### src/rtl/uart_frame_ctrl_pkg.sv
// Shared definitions for the UART command-frame controller and its baud-tick timeout helper.
package uart_frame_ctrl_pkg;

    localparam int unsigned DefaultDataWidth    = 8;
    localparam int unsigned DefaultTimeoutTicks = 1600;

    typedef enum logic [2:0] {
        StGetA   = 3'd0,
        StGetB   = 3'd1,
        StGetOp  = 3'd2,
        StExec   = 3'd3,
        StSend   = 3'd4,
        StWaitTx = 3'd5
    } state_e;

    // Bits needed to hold 0..max_count inclusive.
    function automatic int unsigned cnt_width(input int unsigned max_count);
        return (max_count < 1) ? 1 : $clog2(max_count + 1);
    endfunction

endpackage

### src/rtl/uart_frame_ctrl_timeout.sv
// Saturating baud-tick counter; flags expiry on the tick that reaches TIMEOUT_TICKS.
module baud_timeout
    import uart_frame_ctrl_pkg::*;
#(
    parameter int unsigned TIMEOUT_TICKS = DefaultTimeoutTicks
) (
    input  logic clk,
    input  logic rst,
    input  logic clear,
    input  logic enable,
    input  logic tick,
    output logic expired
);

    localparam int unsigned     CntW    = cnt_width(TIMEOUT_TICKS);
    localparam logic [CntW-1:0] MaxCnt  = CntW'(TIMEOUT_TICKS);
    localparam logic [CntW-1:0] LastCnt = CntW'(TIMEOUT_TICKS - 1);

    logic [CntW-1:0] cnt_q, cnt_d;

    always_comb begin
        cnt_d = cnt_q;
        if (clear || !enable) begin
            cnt_d = '0;
        end else if (tick && (cnt_q != MaxCnt)) begin
            cnt_d = cnt_q + CntW'(1);
        end
    end

    always_ff @(posedge clk) begin
        if (rst) begin
            cnt_q <= '0;
        end else begin
            cnt_q <= cnt_d;
        end
    end

    // Combinational on the final tick so a coincident byte can still take priority.
    assign expired = enable && ((cnt_q == MaxCnt) || (tick && (cnt_q == LastCnt)));

endmodule

### src/rtl/uart_frame_ctrl.sv
// Assembles A/B/opcode frames from UART RX, strobes the ALU and hands the result to UART TX.
module uart_frame_ctrl
    import uart_frame_ctrl_pkg::*;
#(
    parameter int unsigned DATA_WIDTH    = DefaultDataWidth,
    parameter int unsigned TIMEOUT_TICKS = DefaultTimeoutTicks
) (
    input  logic                  clk,
    input  logic                  rst,
    input  logic                  i_baud_rate,
    input  logic                  i_rx_done,
    input  logic [DATA_WIDTH-1:0] i_rx_data,
    input  logic [DATA_WIDTH-1:0] i_alu_result,
    input  logic                  i_tx_done,
    output logic [DATA_WIDTH-1:0] o_a,
    output logic [DATA_WIDTH-1:0] o_b,
    output logic [DATA_WIDTH-1:0] o_op,
    output logic                  o_alu_valid,
    output logic                  o_tx_start,
    output logic [DATA_WIDTH-1:0] o_tx_data,
    output logic                  o_busy,
    output logic                  o_drop,
    output logic                  o_timeout
);

    state_e                state_q, state_d;
    logic [DATA_WIDTH-1:0] a_q, a_d, b_q, b_d, op_q, op_d, tx_data_q, tx_data_d;
    logic                  alu_valid_q, tx_start_q, busy_q;
    logic                  drop_q, drop_d, timeout_q, timeout_d;
    logic                  tmo_clear, tmo_enable, tmo_expired;

    assign tmo_enable = (state_q == StGetB) || (state_q == StGetOp);

    baud_timeout #(
        .TIMEOUT_TICKS (TIMEOUT_TICKS)
    ) u_timeout (
        .clk     (clk),
        .rst     (rst),
        .clear   (tmo_clear),
        .enable  (tmo_enable),
        .tick    (i_baud_rate),
        .expired (tmo_expired)
    );

    always_comb begin
        state_d   = state_q;
        a_d       = a_q;
        b_d       = b_q;
        op_d      = op_q;
        tx_data_d = tx_data_q;
        drop_d    = 1'b0;
        timeout_d = 1'b0;
        tmo_clear = 1'b0;
        unique case (state_q)
            StGetA: begin
                if (i_rx_done) begin
                    a_d       = i_rx_data;
                    tmo_clear = 1'b1;
                    state_d   = StGetB;
                end
            end
            StGetB: begin
                if (i_rx_done) begin
                    b_d       = i_rx_data;
                    tmo_clear = 1'b1;
                    state_d   = StGetOp;
                end else if (tmo_expired) begin
                    timeout_d = 1'b1;
                    tmo_clear = 1'b1;
                    state_d   = StGetA;
                end
            end
            StGetOp: begin
                if (i_rx_done) begin
                    op_d      = i_rx_data;
                    tmo_clear = 1'b1;
                    state_d   = StExec;
                end else if (tmo_expired) begin
                    timeout_d = 1'b1;
                    tmo_clear = 1'b1;
                    state_d   = StGetA;
                end
            end
            StExec: begin
                drop_d    = i_rx_done;
                tx_data_d = i_alu_result;
                state_d   = StSend;
            end
            StSend: begin
                drop_d  = i_rx_done;
                state_d = StWaitTx;
            end
            StWaitTx: begin
                drop_d = i_rx_done;
                if (i_tx_done) begin
                    state_d = StGetA;
                end
            end
            default: begin
                state_d = StGetA;
            end
        endcase
    end

    // Status strobes decode the next state so they line up with the state they describe.
    always_ff @(posedge clk) begin
        if (rst) begin
            state_q     <= StGetA;
            a_q         <= '0;
            b_q         <= '0;
            op_q        <= '0;
            tx_data_q   <= '0;
            alu_valid_q <= 1'b0;
            tx_start_q  <= 1'b0;
            busy_q      <= 1'b0;
            drop_q      <= 1'b0;
            timeout_q   <= 1'b0;
        end else begin
            state_q     <= state_d;
            a_q         <= a_d;
            b_q         <= b_d;
            op_q        <= op_d;
            tx_data_q   <= tx_data_d;
            alu_valid_q <= (state_d == StExec);
            tx_start_q  <= (state_d == StSend);
            busy_q      <= (state_d != StGetA);
            drop_q      <= drop_d;
            timeout_q   <= timeout_d;
        end
    end

    assign o_a         = a_q;
    assign o_b         = b_q;
    assign o_op        = op_q;
    assign o_tx_data   = tx_data_q;
    assign o_alu_valid = alu_valid_q;
    assign o_tx_start  = tx_start_q;
    assign o_busy      = busy_q;
    assign o_drop      = drop_q;
    assign o_timeout   = timeout_q;

endmodule

### config.mk
export PLATFORM = sky130hd
export DESIGN_NAME = uart_frame_ctrl
export DESIGN_NICKNAME = d
export VERILOG_FILES = /design/src/rtl/uart_frame_ctrl_pkg.sv /design/src/rtl/uart_frame_ctrl_timeout.sv /design/src/rtl/uart_frame_ctrl.sv
export SDC_FILE = /design/constraint.sdc
export NUM_CORES = 1
export LEC_CHECK = 0
export CAP_MARGIN = 20
export CELL_PAD_IN_SITES_DETAIL_PLACEMENT = 1
export CELL_PAD_IN_SITES_GLOBAL_PLACEMENT = 1
export CORE_MARGIN = 2
export CORE_UTILIZATION = 30
export CTS_BUF_LIST = sky130_fd_sc_hd__clkbuf_4
export DETAILED_ROUTE_END_ITERATION = 7
export PLACE_DENSITY_LB_ADDON = 0.08
export SKIP_CTS_REPAIR_TIMING = 1
export SYNTH_ARGS = -nofsm -noshare
export SYNTH_HDL_FRONTEND = slang
export SYNTH_SLANG_ARGS = --single-unit
### constraint.sdc
create_clock -name clk -period 1.37 [get_ports clk]
set_input_delay 0.2055 -clock clk [delete_from_list [all_inputs] [get_ports clk]]
set_output_delay 0.2055 -clock clk [all_outputs]
set_load 0.05 [all_outputs]
==> metrics.txt <==
die width roughly 86 um; leading cell types by total area after synthesis dfxtp_1 (51%), nand2_1 (11%), a21oi_1 (8.9%); hold path startpoint i_alu_result[5]; Post-Route Utilization ~53%; most numerous cell in the Yosys netlist nand2_1; TritonCTS clock tree yes; share of the cycle needed by the critical path after routing 112%; proportion of power drawn by the clock network 27.9%; setup TNS -2090 ps; count of distinct cell types in the synthesized netlist 34; Antenna Cells 0; Flop pwr share between 50% and 60%; Hold Crit Class input port to flip-flop; cell breakdown of the critical path ha_4 > and3_4 > and3b_2 > o21ai_4 > nand2b_2 > nor2_2; maximum level of the CTS H-tree 2; area growth from synthesis to layout 69.4%; headroom to the max-slew limit 73.1%; Core Area 0.00642 mm2; leftover overflow at the end of global routing 0; number of design-rule violations left by the first detailed-router iteration 58; Max Clk Rate 653 MHz; number of warnings issued by yosys 0; net switching power 0.000838 W; r2r setup slk -160 ps; CTS Sinks 51; commonest register cell after synthesis dfxtp_1; number of buffers added on ports 57; Crit Reg-Reg Endpoint u_timeout.cnt_q[8]; DRC Markers 0; post-route met1 wirelength 2610 um; row count 29; final setup margin -162 ps; most instantiated cells after synthesis nand2_1 (61), dfxtp_1 (51), a21oi_1 (36); number of detailed-route iterations in the first pass 4; Clock Skews 16.5 ps; share of power burned in combinational logic 20.7%; area share of the largest cell type after synthesis 50.5%; antenna-violating nets left 0; depth of the worst hold-timing path 3; Final Setup Violations 16; total of flip-flops plus latches after synthesis 51; leading area contributor after synthesis dfxtp_1; startpoint-to-endpoint class of the critical path flip-flop to flip-flop; capturing element type of the critical path flip-flop; buffers and inverters on the worst path 0; gpl congestion 0.728; Max stage delay on crit path 380 ps; path depth of the worst reg2reg path 6; vias in the first global route 1974; starting density of the core between 30% and 40%; Internal 0.00224 W; length of routed met2 wiring about 2900 um; number of enable-type register cells in the synthesized netlist 0; estimated wirelength of the detail-placed design 4240 um; outcome complete, but fails checks; share of synthesized flip-flops with an asynchronous set or reset 0%; Cell Pwr Density approximately 900 mW/mm2; initial antenna violation count 0; Routed met3 length 303 um; wire length per cell after detailed routing between 10 and 15 um; fraction of the yosys area taken by sequential cells about half; wire length after detailed routing 5840 um; max-cap violation count 0; pin count of the biggest net entering global routing 38; startpoint type of the worst setup path flip-flop; slew at the pin closest to its max-slew limit 404 ps; Tot GR Track Use between 10% and 20%; buffers from clock root to sink, at most 2; final-report hold violation count 0; post-layout min period 1530 ps; largest fanout on the critical path 5; layout cells sized above 1 33.0%; master of the slowest instance on the critical path dfxtp_4; overall die area approximately 0.0074 mm2; Reg-to-Reg Start u_timeout.cnt_q[1]; data required time of the critical path 1680 ps; synthesized netlist cell count 241; nets@finish around 350; source-to-sink clock delay at the later pin of the worst-skew pair 360 ps; Clock Root Buffer clkbuf_4; fin. max-slew vios 0; top routing layer in use met4; Sw Share 27.2%; Die Y-Extent 86.1 um; data arrival time at the worst-slack endpoint 1840 ps; clock transition time at the flip-flop clock pins of the worst setup and hold paths 140 ps; standby leakage power 1.31 nW; CTS Buf Count 5; Via density ~4.7; Post-Syn Nets 264; synthesized cell area 0.00202 mm2; setup repair after global routing missed its margin true; violated checks negative setup slack; maximum vdd ir drop 0.398 mV; top-level I/O count 58; hold worst-path end o_tx_data[5]; vias after detailed routing 1917; global-route wire length before repair 9460 um; Avg Inst Size Synth between 8 and 9 um2; CP delay by family, top simple AND/OR/NAND/NOR gates
## metrics by stage
stage	std cells	total power, W	area, um2	worst slack, ps	hold slack (ps)
floorplan	241	0.00190	2040	-23.2	336
global placement	396	0.00224	3250	-308	480
detailed placement	396	0.00225	3250	-353	487
CTS	403	0.00311	3330	-214	366
global route	407	0.00321	3420	-222	362
finish	407	0.00307	3420	-162	386
## logic make-up after synthesis
family	synth area share (%)
xor+xnor	4.33
simple gates	28.2
flops	50.5
fa+ha+maj	1.24
compound gates	11.5
buf+inv	3.78
mux	0.495
## layout make-up
| class | count | area [um2] |
|---|---|---|
| repair buffers | 91 | 1200 |
| multi-input cells | 176 | 1000 |
| well taps | 77 | 96.3 |
| clock buffers | 6 | 45.0 |
| fillers | 719 | 3000 |
| clock inverters | 1 | 30.0 |
| inverters | 5 | 18.8 |
| flip-flops and latches | 51 | 1030 |
## sequential cells by signal, summed over array words and instances (netlist names)
signal,count
o_tx_data,8
o_a,8
o_timeout,1
u_timeout.cnt_q,11
o_alu_valid,1
o_b,8
o_op,8
o_tx_start,1
o_drop,1
o_busy,1
state_q,3
## worst max-delay path by stage
stage / start / to / slack (ps) / depth (start not counted)
4_1_cts: u_timeout.cnt_q[3] / u_timeout.cnt_q[1] / -210 / 5
5_1_grt: u_timeout.cnt_q[1] / u_timeout.cnt_q[9] / -220 / 6
2_1_floorplan: u_timeout.cnt_q[0] / u_timeout.cnt_q[1] / -20 / 7
3_5_place_dp: i_rx_done / u_timeout.cnt_q[5] / -350 / 4
3_3_place_gp: i_rx_done / u_timeout.cnt_q[0] / -310 / 4
6_report: u_timeout.cnt_q[1] / u_timeout.cnt_q[8] / -160 / 6
## worst min-delay path, delay by kind of cell
| kind | cells | cell delay (ps) |
|---|---|---|
| compound gates | 1 | 50 |
| buf+inv | 1 | 400 |
| simple gates | 1 | 60 |
## placed cells by master, fill, tap and decap left out, drive strengths merged, types with 2 or more instances in the layout
master         instances
a21boi                 2
nor3                   4
nand4                  3
xor2                   7
dfxtp                 51
and3                   5
a21o                   2
nor2                  20
buf                   71
a21oi                 36
nand2                 62
nor2b                  2
nand3                 12
clkdlybuf4s50         20
clkbuf                 6
nand2b                 7
xnor2                  3
ha                     2
o21ai                  2
inv                    5
## power groups by stage
| stage | logic, W | clock network (W) | registers (W) |
|---|---|---|---|
| 6_report | 0.000636 | 0.000857 | 0.00158 |
| 5_1_grt | 0.000678 | 0.000943 | 0.00159 |
| 4_1_cts | 0.000631 | 0.000891 | 0.00159 |
| 3_5_place_dp | 0.000629 | 0 | 0.00162 |
| 3_3_place_gp | 0.000623 | 0 | 0.00162 |
| 2_1_floorplan | 0.000165 | 0 | 0.00173 |
## routing by layer
metal / global-route usage, % / vias to the layer above
met1: 19.8 / 899
met5: 0 / -
met4: 5.19 / 0
li1: - / 970
met3: 4.81 / 5
met2: 27.5 / 43
(Power assumes the default switching activity.)
